===== src/rtl/uart_tx_scheduler.sv =====
// APB master that configures the UART after reset, then funnels bytes from NUM_REQ
// requesters (round-robin, packet-locked) into the UART TX data register.
module uart_tx_scheduler #(
   parameter int          NUM_REQ      = 4,
   parameter logic [31:0] BASE_ADDR    = 32'h1000_0000,
   parameter logic [31:0] CLK_DIV_INIT = 32'h00D0_0005,
   parameter logic [31:0] CONTROL_INIT = 32'h0000_0001,
   parameter int          POLL_LIMIT   = 1024
) (
   input  logic                         PCLK,
   input  logic                         PRESETn,
   input  logic [NUM_REQ-1:0]           req_valid,
   input  logic [8*NUM_REQ-1:0]         req_data,
   input  logic [NUM_REQ-1:0]           req_last,
   output logic [NUM_REQ-1:0]           req_ready,
   output logic [31:0]                  m_paddr,
   output logic                         m_psel,
   output logic                         m_penable,
   output logic                         m_pwrite,
   output logic [31:0]                  m_pwdata,
   input  logic [31:0]                  m_prdata,
   output logic                         init_done,
   output logic [$clog2(NUM_REQ)-1:0]   grant_id,
   output logic                         busy,
   output logic                         err_timeout
);
   localparam int IW = $clog2(NUM_REQ);

   typedef enum logic [3:0] {
      DIV_S, DIV_A, CTL_S, CTL_A, IDLE, POLL_S, POLL_A, WR_S, WR_A
   } state_t;

   state_t        state, state_nx;
   logic          run;
   logic [IW-1:0] ptr, pick, cand;
   logic          lock, found, accept, poll_hit, tx_full;
   logic [7:0]    hold;
   logic [15:0]   poll_cnt;

   // run holds the bus quiet for the reset cycle so reset drops psel at once.
   always_comb begin
      found = 1'b0;
      pick  = ptr;
      cand  = ptr;
      if (lock) begin
         found = req_valid[ptr];
      end else begin
         for (int k = 1; k <= NUM_REQ; k++) begin
            cand = IW'((int'(ptr) + k) % NUM_REQ);
            if (!found && req_valid[cand]) begin
               found = 1'b1;
               pick  = cand;
            end
         end
      end
   end

   assign accept    = (state == IDLE) && found;
   assign req_ready = accept ? ({{(NUM_REQ-1){1'b0}}, 1'b1} << pick) : '0;
   assign tx_full   = m_prdata[9];
   assign poll_hit  = (poll_cnt == 16'(POLL_LIMIT - 1));
   assign busy      = (state != IDLE);

   always_comb begin
      state_nx = state;
      case (state)
         DIV_S:   state_nx = run ? DIV_A : DIV_S;
         DIV_A:   state_nx = CTL_S;
         CTL_S:   state_nx = CTL_A;
         CTL_A:   state_nx = IDLE;
         IDLE:    state_nx = accept ? POLL_S : IDLE;
         POLL_S:  state_nx = POLL_A;
         POLL_A:  state_nx = !tx_full ? WR_S : (poll_hit ? IDLE : POLL_S);
         WR_S:    state_nx = WR_A;
         WR_A:    state_nx = IDLE;
         default: state_nx = DIV_S;
      endcase
   end

   always_comb begin
      m_psel    = 1'b0;
      m_penable = 1'b0;
      m_pwrite  = 1'b0;
      m_paddr   = '0;
      m_pwdata  = '0;
      if (run) begin
         case (state)
            DIV_S, DIV_A: begin
               m_psel    = 1'b1;
               m_penable = (state == DIV_A);
               m_pwrite  = 1'b1;
               m_paddr   = BASE_ADDR + 32'h04;
               m_pwdata  = CLK_DIV_INIT;
            end
            CTL_S, CTL_A: begin
               m_psel    = 1'b1;
               m_penable = (state == CTL_A);
               m_pwrite  = 1'b1;
               m_paddr   = BASE_ADDR;
               m_pwdata  = CONTROL_INIT;
            end
            POLL_S, POLL_A: begin
               m_psel    = 1'b1;
               m_penable = (state == POLL_A);
               m_paddr   = BASE_ADDR + 32'h40;
            end
            WR_S, WR_A: begin
               m_psel    = 1'b1;
               m_penable = (state == WR_A);
               m_pwrite  = 1'b1;
               m_paddr   = BASE_ADDR + 32'h80;
               m_pwdata  = {24'b0, hold};
            end
            default: ;
         endcase
      end
   end

   always_ff @(posedge PCLK or negedge PRESETn) begin
      if (!PRESETn) begin
         state       <= DIV_S;
         run         <= 1'b0;
         init_done   <= 1'b0;
         ptr         <= IW'(NUM_REQ - 1);
         lock        <= 1'b0;
         grant_id    <= '0;
         hold        <= '0;
         poll_cnt    <= '0;
         err_timeout <= 1'b0;
      end else begin
         run   <= 1'b1;
         state <= state_nx;
         if (state == CTL_A) init_done <= 1'b1;
         if (accept) begin
            hold     <= req_data[{pick, 3'b000} +: 8];
            grant_id <= pick;
            ptr      <= pick;
            lock     <= ~req_last[pick];
            poll_cnt <= '0;
         end
         // A dropped byte leaves the lock as set by its own req_last.
         if (state == POLL_A && tx_full) begin
            poll_cnt <= poll_cnt + 16'd1;
            if (poll_hit) err_timeout <= 1'b1;
         end
      end
   end
endmodule

===== config.mk =====
export PLATFORM = sky130hd
export DESIGN_NAME = uart_tx_scheduler
export DESIGN_NICKNAME = d
export VERILOG_FILES = /design/src/rtl/uart_tx_scheduler.sv
export SDC_FILE = /design/constraint.sdc
export NUM_CORES = 1
export LEC_CHECK = 0
export CELL_PAD_IN_SITES_DETAIL_PLACEMENT = 0
export CELL_PAD_IN_SITES_GLOBAL_PLACEMENT = 1
export CORE_MARGIN = 4
export CORE_UTILIZATION = 28
export DETAILED_ROUTE_END_ITERATION = 10
export GPL_TIMING_DRIVEN = 0
export PLACE_DENSITY_LB_ADDON = 0.1
export SLEW_MARGIN = 20
export SYNTH_ARGS = -nofsm -noshare
export SYNTH_HDL_FRONTEND = slang
export SYNTH_SLANG_ARGS = --single-unit

===== constraint.sdc =====
create_clock -name PCLK -period 3.7 [get_ports PCLK]
set_clock_uncertainty 0.15 [all_clocks]
set_input_delay 0.74 -clock PCLK [delete_from_list [all_inputs] [get_ports PCLK]]
set_output_delay 0.74 -clock PCLK [all_outputs]
set_load 0.01 [all_outputs]

Yosys cells after proc, flatten, opt, wreduce, memory -nomap -nowiden
Cells that the tools add are included.

Memory bits (read-only): 0. Bits in writable memories: 0. Logic and storage cells: 94. Memories: 0. Output and inout bits: 76. Latch bits: 0. Register bits: 36.

Muxes and demuxes: 43. Add/subtract/negate cells: 5. Order comparisons: 6. Bitwise logic cells: 1. Shift operators: 2. Multipliers: 0. Reduce and logical (&&, ||, !) cells: 18. Div/mod/pow operators: 0. Equality and inequality tests: 10.

Operators with widths (number): 29-bit one-hot mux with 4 select lines (1); 24-bit one-hot mux with 3 select lines (1); 16-bit two-way mux (2); 4-bit one-hot mux with 8 select lines (1); 32-bit by 6-bit indexed part select with 8-bit output (1); 29-bit two-way mux (1); 24-bit two-way mux (1); 1-bit two-way mux (22); 2-bit by 3-bit < comparator with 1-bit output (second input constant) (6); 16-bit by 1-bit adder with 16-bit output (second input constant) (1); 16-bit by 10-bit equality test with 1-bit output (second input constant) (1); 4-bit by 3-bit equality test with 1-bit output (second input constant) (4); 1-bit binary-select mux with 2-bit select (6); 2-bit two-way mux (6); 2-bit OR reduction (5); 4-bit by 2-bit equality test with 1-bit output (second input constant) (2); 8-bit OR reduction (1); 6-bit OR reduction (1); 1-bit logical AND (5); 2-bit by 1-bit adder with 2-bit output (second input constant) (2); 2-bit adder (second input constant) (2); 4-bit by 1-bit equality test with 1-bit output (second input constant) (1); 4-bit equality test (second input constant) (1); 4-bit zero test (1); other kinds (8) (10).

Depth between registers and ports, before layout
Gate-level depths: netlist of run 1.

Word-level depth: 20. Gate-level depth with buffers: 9. Depth with buffers taken out: 7.

Least setup slack after synthesis of run 1
No wires, ideal clock.

Kind: input to output. Start: input port req_valid[3]. End: output port req_ready[0]. Slack: 0.470 ns. Required time: 2.810 ns. Data arrival time: 2.340 ns. Cell stages on the path: 8. Path through: clkbuf_1 > nand2_1 > o31ai_2 > nor3_4 > o21ai_2 > buf_6 > nand2_1 > nor2_1.

Longest elaborated chain between the ends: 18.

Ends and longest elaborated chain: start: declaration (RTL line 12) `input logic [NUM_REQ-1:0] req_valid,`; 1-bit binary-select mux with 2-bit select (RTL line 50) `if (!found && req_valid[cand]) begin`; 1-bit two-way mux (not written as such) (RTL line 50); 1-bit two-way mux (RTL line 50); 1-bit two-way mux (RTL line 45) `if (lock) begin`; 1-bit zero test (RTL line 50); 1-bit logical AND (RTL line 50); 1-bit two-way mux (RTL line 50); 1-bit two-way mux (RTL line 45); [... 2 more ...]; 1-bit two-way mux (RTL line 50); 1-bit two-way mux (RTL line 45); 1-bit zero test (RTL line 50); 1-bit logical AND (RTL line 50); 2-bit two-way mux or 1-bit two-way mux (tied branches) (RTL line 50); 2-bit two-way mux or 1-bit two-way mux (tied branches) (RTL line 45); 1-bit by 2-bit left shift with 4-bit output or 1-bit logical AND (tied branches) (RTL line 59, 58); 4-bit two-way mux * (RTL line 59) `assign req_ready = accept ? ({{(NUM_REQ-1){1'b0}}, 1'b1} << pick) : '0;`; end: declaration (RTL line 15) `output logic [NUM_REQ-1:0] req_ready,`.

Every way passes the cells marked *; elsewhere a longest branch is shown, timed or not. The select of a mux whose other input is x is not followed.

Worst setup path in the final report of run 1
Start: register ptr[0]. End: output port req_ready[1].

Longest elaborated chain between the ends: 19.

Ends and longest elaborated chain: start: declaration (RTL line 35) `logic [IW-1:0] ptr, pick, cand;`; start signal: assignment (RTL line 124) `ptr <= IW'(NUM_REQ - 1);`; start signal: assignment (RTL line 137) `ptr <= pick;`; 2-bit by 1-bit adder with 2-bit output (RTL line 49) `cand = IW'((int'(ptr) + k) % NUM_REQ);`; 1-bit binary-select mux with 2-bit select (RTL line 50); 1-bit two-way mux (not written as such) (RTL line 50); 1-bit two-way mux (RTL line 50); 1-bit two-way mux (RTL line 45); 1-bit zero test (RTL line 50); 1-bit logical AND (RTL line 50); 1-bit two-way mux (RTL line 50); [... 3 more ...]; 1-bit two-way mux (RTL line 50); 1-bit two-way mux (RTL line 45); 1-bit zero test (RTL line 50); 1-bit logical AND (RTL line 50); 2-bit two-way mux or 1-bit two-way mux (tied branches) (RTL line 50); 2-bit two-way mux or 1-bit two-way mux (tied branches) (RTL line 45); 1-bit by 2-bit left shift with 4-bit output or 1-bit logical AND (tied branches) (RTL line 59, 58); 4-bit two-way mux * (RTL line 59).

Marked as above.

==> flow_metrics.env, run 1 <==
export IMPL_outcome="completed"
export IMPL_hold_violations=0
export IMPL_grt_pass1_vias=2675
export IMPL_synth_area_top_cells="dfrtp_1 (29%), buf_4 (14%), nor2_1 (3.4%)"
export IMPL_antenna_cells=0
export IMPL_crit_slowest_cell="dfstp_2"
export IMPL_io_buffers=67
export IMPL_grt_usage_pct=14.0
export IMPL_root_buffer="clkbuf_8"
export IMPL_via_count=2751
export IMPL_slew_violations=0
export IMPL_drc_errors=0
export IMPL_initial_utilization_pct=29.2
export IMPL_reg2reg_from="ptr[0]$_DFFE_PN1P_"
export IMPL_holdCritPathClass="primary input to async pin"
export IMPL_fin_cells=603
export IMPL_async_flop_share_pct=100
export IMPL_core_um2=9910
export IMPL_start_kind="register"
export IMPL_maxCapViolations=0
export IMPL_gp_congestion=0.750
export IMPL_grt_pass1_wl_mm=13.4
export IMPL_antenna_found_initial=0
export IMPL_placed_cell_area_um2=3940
export IMPL_setup_viol=0
export IMPL_leakage_nw=1.92
export IMPL_vias_per_cell=4.56
export IMPL_core_rowCount=36
export IMPL_cp_startpoint="ptr[0]$_DFFE_PN1P_"
export IMPL_netlist_instances=340
export IMPL_crit_chain="buf_2, inv_1, a2111oi_1, a21o_1, clkbuf_1, nor3_1, dlygate4sd2_1"
export IMPL_p_per_area_nw_per_um2=612
export IMPL_cts_made_buffers=5
export IMPL_io_pins=150
export IMPL_synth_top_flop_cell="dfrtp_1"
export IMPL_grt_ovfl_total=0
export IMPL_yosysSeqAreaShare_pct=31.2
export IMPL_fp_dieArea_um2=12000
export IMPL_end_kind="primary output"
export IMPL_yosysTopAreaCell="dfrtp_1"
export IMPL_synth_distinct_cells=54
export IMPL_max_freq_mhz=289
export IMPL_avgSynthCellArea_um2=8.52
export IMPL_yosys_area_top_type_share_pct=29.4
export IMPL_htree_levels=2
export IMPL_wl_per_cell_um=13.5
export IMPL_wirelength_mm=8.14
export IMPL_drt_pass1_iterations=5
export IMPL_irDropWorstVdd_mv=0.308
export IMPL_critPathTopFamily="buffers and inverters"
export IMPL_cp_required_ns=2.81
export IMPL_final_antenna_net_count=0
export IMPL_grt_max_degree=23
export IMPL_fin_util_pct=41.9
export IMPL_critPathKind="register to primary output"
export IMPL_yosys_top_cells_count="buf_4 (53), dfrtp_1 (34), nor2_1 (26), nand2_1 (22)"
export IMPL_hpwl_mm=6.45
export IMPL_clock_latency_ns=0.29
export IMPL_syn2layout_area_growth_pct=43.2
export IMPL_slowest_delay_ns=0.53
export IMPL_drt_iter0_markers=69
export IMPL_relSlewSlack_pct=53.7
export IMPL_cts_tree="built"
export IMPL_period_share_pct=93.6
export IMPL_holdBufCountCts=0
export IMPL_synth_edf_count=0
export IMPL_die_y_um=110
export IMPL_die_x_um=110
export IMPL_yosysWarnings=0
export IMPL_stdcell_area_um2=4150
export IMPL_final_setup_tns_ns=0
export IMPL_dp_slack_ns=-0.817
export IMPL_cp_arrival_ns=2.57
export IMPL_drive_gt1_share_pct=21.3
export IMPL_placedCellCount=589
export IMPL_syn_area_um2=2900
export IMPL_path_clk_slew_ns=0.07
export IMPL_clk_path_buf_depth=2
export IMPL_synth_most_common_cell="buf_4"
export IMPL_cp_max_fo=10
export IMPL_nets=544
export IMPL_fin_crit_ns=3.46
export IMPL_critPathBufInv=4
export IMPL_worst_slack_ns=0.236
export IMPL_cts_sinks=36
export IMPL_rsz0062_at_grt="false"
export IMPL_ys_ff_latch=36
export IMPL_tightestPinTransition_ns=0.677
==> per-layer routing <==
| metal | GRT usage, % | routed length (µm) | vias up |
|---|---|---|---|
| met5 | 0 | 0 | - |
| met4 | 2.94 | 57 | 0 |
| met3 | 2.23 | 409 | 4 |
| met2 | 24.6 | 4010 | 77 |
| met1 | 18.0 | 3660 | 1272 |
| li1 | - | - | 1398 |
==> cells in the final DEF, fill, tap and decap left out, types with 6 or more instances in the layout <==
cell              n
buf_4            60
clkdlybuf4s50_1  60
conb_1           50
dfrtp_1          34
nor2_1           26
nand2_1          22
nor3_1           14
a21oi_1          14
o21ai_0          12
a31oi_1          12
clkbuf_1         11
inv_1            11
a211oi_1         11
nand3_1          10
a2111oi_0         9
a221o_1           8
clkbuf_8          7
and2_1            6
mux2_4            6
==> what timing repair did <==
| action | CTS | global route |
|---|---|---|
| gates resized for setup | 12 | 7 |
| pin swaps | 3 | 2 |
| setup buffers | 5 | 2 |
| hold endpoints to repair | 0 | 0 |
| setup endpoints to repair | 4 | 4 |
| cloned | 0 | 0 |
==> area by class of cell <==
cell class	count	area, µm²
flip-flops and latches	36	903
repair buffers	75	738
well taps	133	166
clock inverters	1	30.0
clock buffers	7	96.3
fillers	1050	5760
plain buffers	72	497
inverters	11	41.3
multi-input cells	268	1680
==> state kept, by name, summed over array words and instances, names as in the netlist <==
| register | cells |
|---|---|
| ptr | 2 |
| grant_id | 2 |
| state | 4 |
| lock | 1 |
| init_done | 1 |
| err_timeout | 1 |
| run | 1 |
| poll_cnt | 16 |
| hold | 8 |
==> per-stage QoR <==
stage | total power [W] | hold slack, ns
after global routing | 0.00275 | 0.249
final | 0.00254 | 0.217
after floorplan | 0.00158 | 0.294
after global placement | 0.00207 | 0.310
after CTS | 0.00254 | 0.225
after detailed placement | 0.00208 | 0.312
==> path summary, 6_finish.rpt <==
check / to / slack, ns / depth (start not counted)
max in group asynchronous: ptr[0]$_DFFE_PN1P_ / 2.65 / 2
hold / removal: run$_DFF_PN0_ / 0.22 / 1
setup / recovery: req_ready[1] / 0.24 / 7
min in group PCLK: init_done$_DFFE_PN0P_ / 0.33 / 1
setup reg to reg: hold[6]$_DFFE_PN0P_ / 0.72 / 8
hold reg to reg: init_done$_DFFE_PN0P_ / 0.33 / 1
==> power by group <==
group / switching [W] / internal [W] / leakage (nW)
clock: 0.000146 / 0.000238 / 0.0645
sequential: 0.0000690 / 0.000503 / 0.453
combinational: 0.000844 / 0.000739 / 1.40
total: 0.00106 / 0.00148 / 1.92
==> cell families after synthesis <==
| group | share of synthesized area, % |
|---|---|
| XOR/XNOR | 1.21 |
| AND/OR/NAND/NOR | 17.6 |
| buffers and inverters | 18.4 |
| AO/OA/AOI/OAI | 23.7 |
| adder cells (fa/ha/maj) | 0.432 |
| flip-flops | 31.2 |
| multiplexers | 7.17 |
| other | 0.259 |
Power figures use the tool's default switching activity.
==> run 2, diff against run 1 <==
CTS_BUF_LIST = sky130_fd_sc_hd__clkbuf_8 sky130_fd_sc_hd__clkbuf_16   (was not set)
SLEW_MARGIN = not set   (was 20)
TNS_END_PERCENT = 5   (was not set)
==> flow_metrics.env, run 2 (same netlist as run 1, synthesis figures left out) <==
export IMPL_grt_usage_pct=14.0
export IMPL_met1_length_mm=3.70
export IMPL_tightestPinTransition_ns=0.836
export IMPL_final_antenna_net_count=0
export IMPL_hpwl_mm=6.34
export IMPL_leakage_nw=1.88
export IMPL_largest_reg_flops=16
export IMPL_htree_levels=2
export IMPL_cp_startpoint="req_valid[1]"
export IMPL_end_kind="primary output"
export IMPL_cts_sinks=36
export IMPL_fp_dieArea_um2=12000
export IMPL_p_per_area_nw_per_um2=599
export IMPL_grt_pass1_wl_mm=13.4
export IMPL_reg_top3="poll_cnt: 16 flops, hold: 8 flops, state: 4 flops"
export IMPL_wl_met3_um=327
export IMPL_nets=541
export IMPL_period_share_pct=98.3
export IMPL_rsz0062_at_grt="true"
export IMPL_holdCritPathClass="register to register"
export IMPL_fin_cells=600
export IMPL_placedCellCount=588
export IMPL_clk_path_buf_depth=2
export IMPL_worstHoldStart="err_timeout$_DFFE_PN0P_"
export IMPL_cp_required_ns=2.81
export IMPL_clock_latency_ns=0.30
export IMPL_start_kind="primary input"
export IMPL_relSlewSlack_pct=44.3
export IMPL_wl_met2_mm=4.08
export IMPL_slowest_delay_ns=0.55
export IMPL_irDropWorstVdd_mv=0.243
export IMPL_crit_top_cell="dlygate4sd2_1"
export IMPL_gp_congestion=0.750
export IMPL_cts_made_buffers=5
export IMPL_grt_pass1_vias=2639
export IMPL_grt_max_degree=37
export IMPL_max_freq_mhz=275
export IMPL_critPathKind="primary input to primary output"
export IMPL_top_layer="met4"
export IMPL_final_setup_tns_ns=0
export IMPL_via_count=2685
export IMPL_final_common_cell="clkdlybuf4s50_1"
export IMPL_drive_gt1_share_pct=20.3
export IMPL_drt_pass1_iterations=4
export IMPL_syn2layout_area_growth_pct=40.7
export IMPL_core_um2=9910
export IMPL_crit_slowest_cell="or4b_4"
export IMPL_wl_per_cell_um=13.6
export IMPL_cp_arrival_ns=2.75
export IMPL_antenna_found_initial=0
export IMPL_root_buffer="clkbuf_8"
export IMPL_reg2reg_from="ptr[0]$_DFFE_PN1P_"
export IMPL_maxCapViolations=0
export IMPL_io_buffers=67
export IMPL_wirelength_mm=8.18
export IMPL_cp_max_fo=10
export IMPL_io_pins=150
export IMPL_initial_utilization_pct=29.2
export IMPL_core_rowCount=36
export IMPL_regMostFlops="poll_cnt"
export IMPL_vias_per_cell=4.48
export IMPL_final_cell_mix="clkdlybuf4s50_1 (60), buf_4 (58), conb_1 (50)"
export IMPL_cts_tree="built"
export IMPL_slew_violations=0
export IMPL_die_y_um=110
export IMPL_setup_viol=0
export IMPL_hold_violations=0
export IMPL_fin_crit_ns=3.64
export IMPL_crit_chain="dlygate4sd2_1, or4b_4, o31ai_4, nor3_4, o21ai_4, buf_8, nand2_1, nor2_1, dlygate4sd2_1"
export IMPL_grt_ovfl_total=0
export IMPL_path_clk_slew_ns=0.07
export IMPL_die_x_um=110
export IMPL_outcome="completed"
export IMPL_drc_errors=0
export IMPL_antenna_cells=0
export IMPL_drt_iter0_markers=41
## run 2: path summary, 6_finish.rpt
kind,to,slack (ns),depth (start not counted)
max in group asynchronous,hold[3]$_DFFE_PN0P_,2.47,1
setup reg to reg,hold[6]$_DFFE_PN0P_,0.71,8
min in group asynchronous,poll_cnt[15]$_DFFE_PN0P_,0.39,1
setup / recovery,req_ready[0],0.06,9
hold reg to reg,err_timeout$_DFFE_PN0P_,0.33,2
hold / removal,err_timeout$_DFFE_PN0P_,0.33,2
## run 2: metrics by stage
step / worst slack [ns] / hold WS [ns] / instance area (µm²) / total power [W] / utilization, %
global placement: -0.818 / 0.310 / 3910 / 0.00207 / 39.5
CTS: 0.0904 / 0.331 / 4060 / 0.00245 / 41.0
global route: -0.0333 / 0.347 / 4080 / 0.00264 / 41.1
floorplan: 0.470 / 0.294 / 3080 / 0.00158 / -
detailed placement: -0.808 / 0.312 / 3910 / 0.00207 / 39.4
finish: 0.0630 / 0.330 / 4080 / 0.00244 / 41.1
## run 2: cell type report
class | instances | area [µm²]
multi-input cells | 268 | 1670
repair buffers | 72 | 699
clock inverters | 2 | 11.3
inverters | 11 | 41.3
flip-flops and latches | 36 | 903
fillers | 1035 | 5830
clock buffers | 6 | 82.6
well taps | 133 | 166
plain buffers | 72 | 497
## run 2: power breakdown
part | switching [W] | internal (W) | total [W]
sequential | 0.0000680 | 0.000503 | 0.000571
clock | 0.000152 | 0.000149 | 0.000301
combinational | 0.000843 | 0.000724 | 0.00157
## run 2: repair_timing
| item | CTS | global route |
|---|---|---|
| resized for setup | 12 | 4 |
| buffers inserted | 5 | 0 |
| hold buffers | 0 | 0 |
| pin swaps | 3 | 0 |
| setup endpoints to repair | 4 | 5 |
## run 2: critical path: cells and delay by family
family	cells	cell delay [ns]
buffers and inverters	3	0.81
and+or+nand+nor	4	0.90
AOI/OAI and AO/OA	2	0.30
## run 2: routing by layer
layer	global-route usage, %	up-vias
li1	-	1386
met1	18.0	1222
met2	24.4	70
met3	2.23	7
met4	3.21	0
met5	0	-
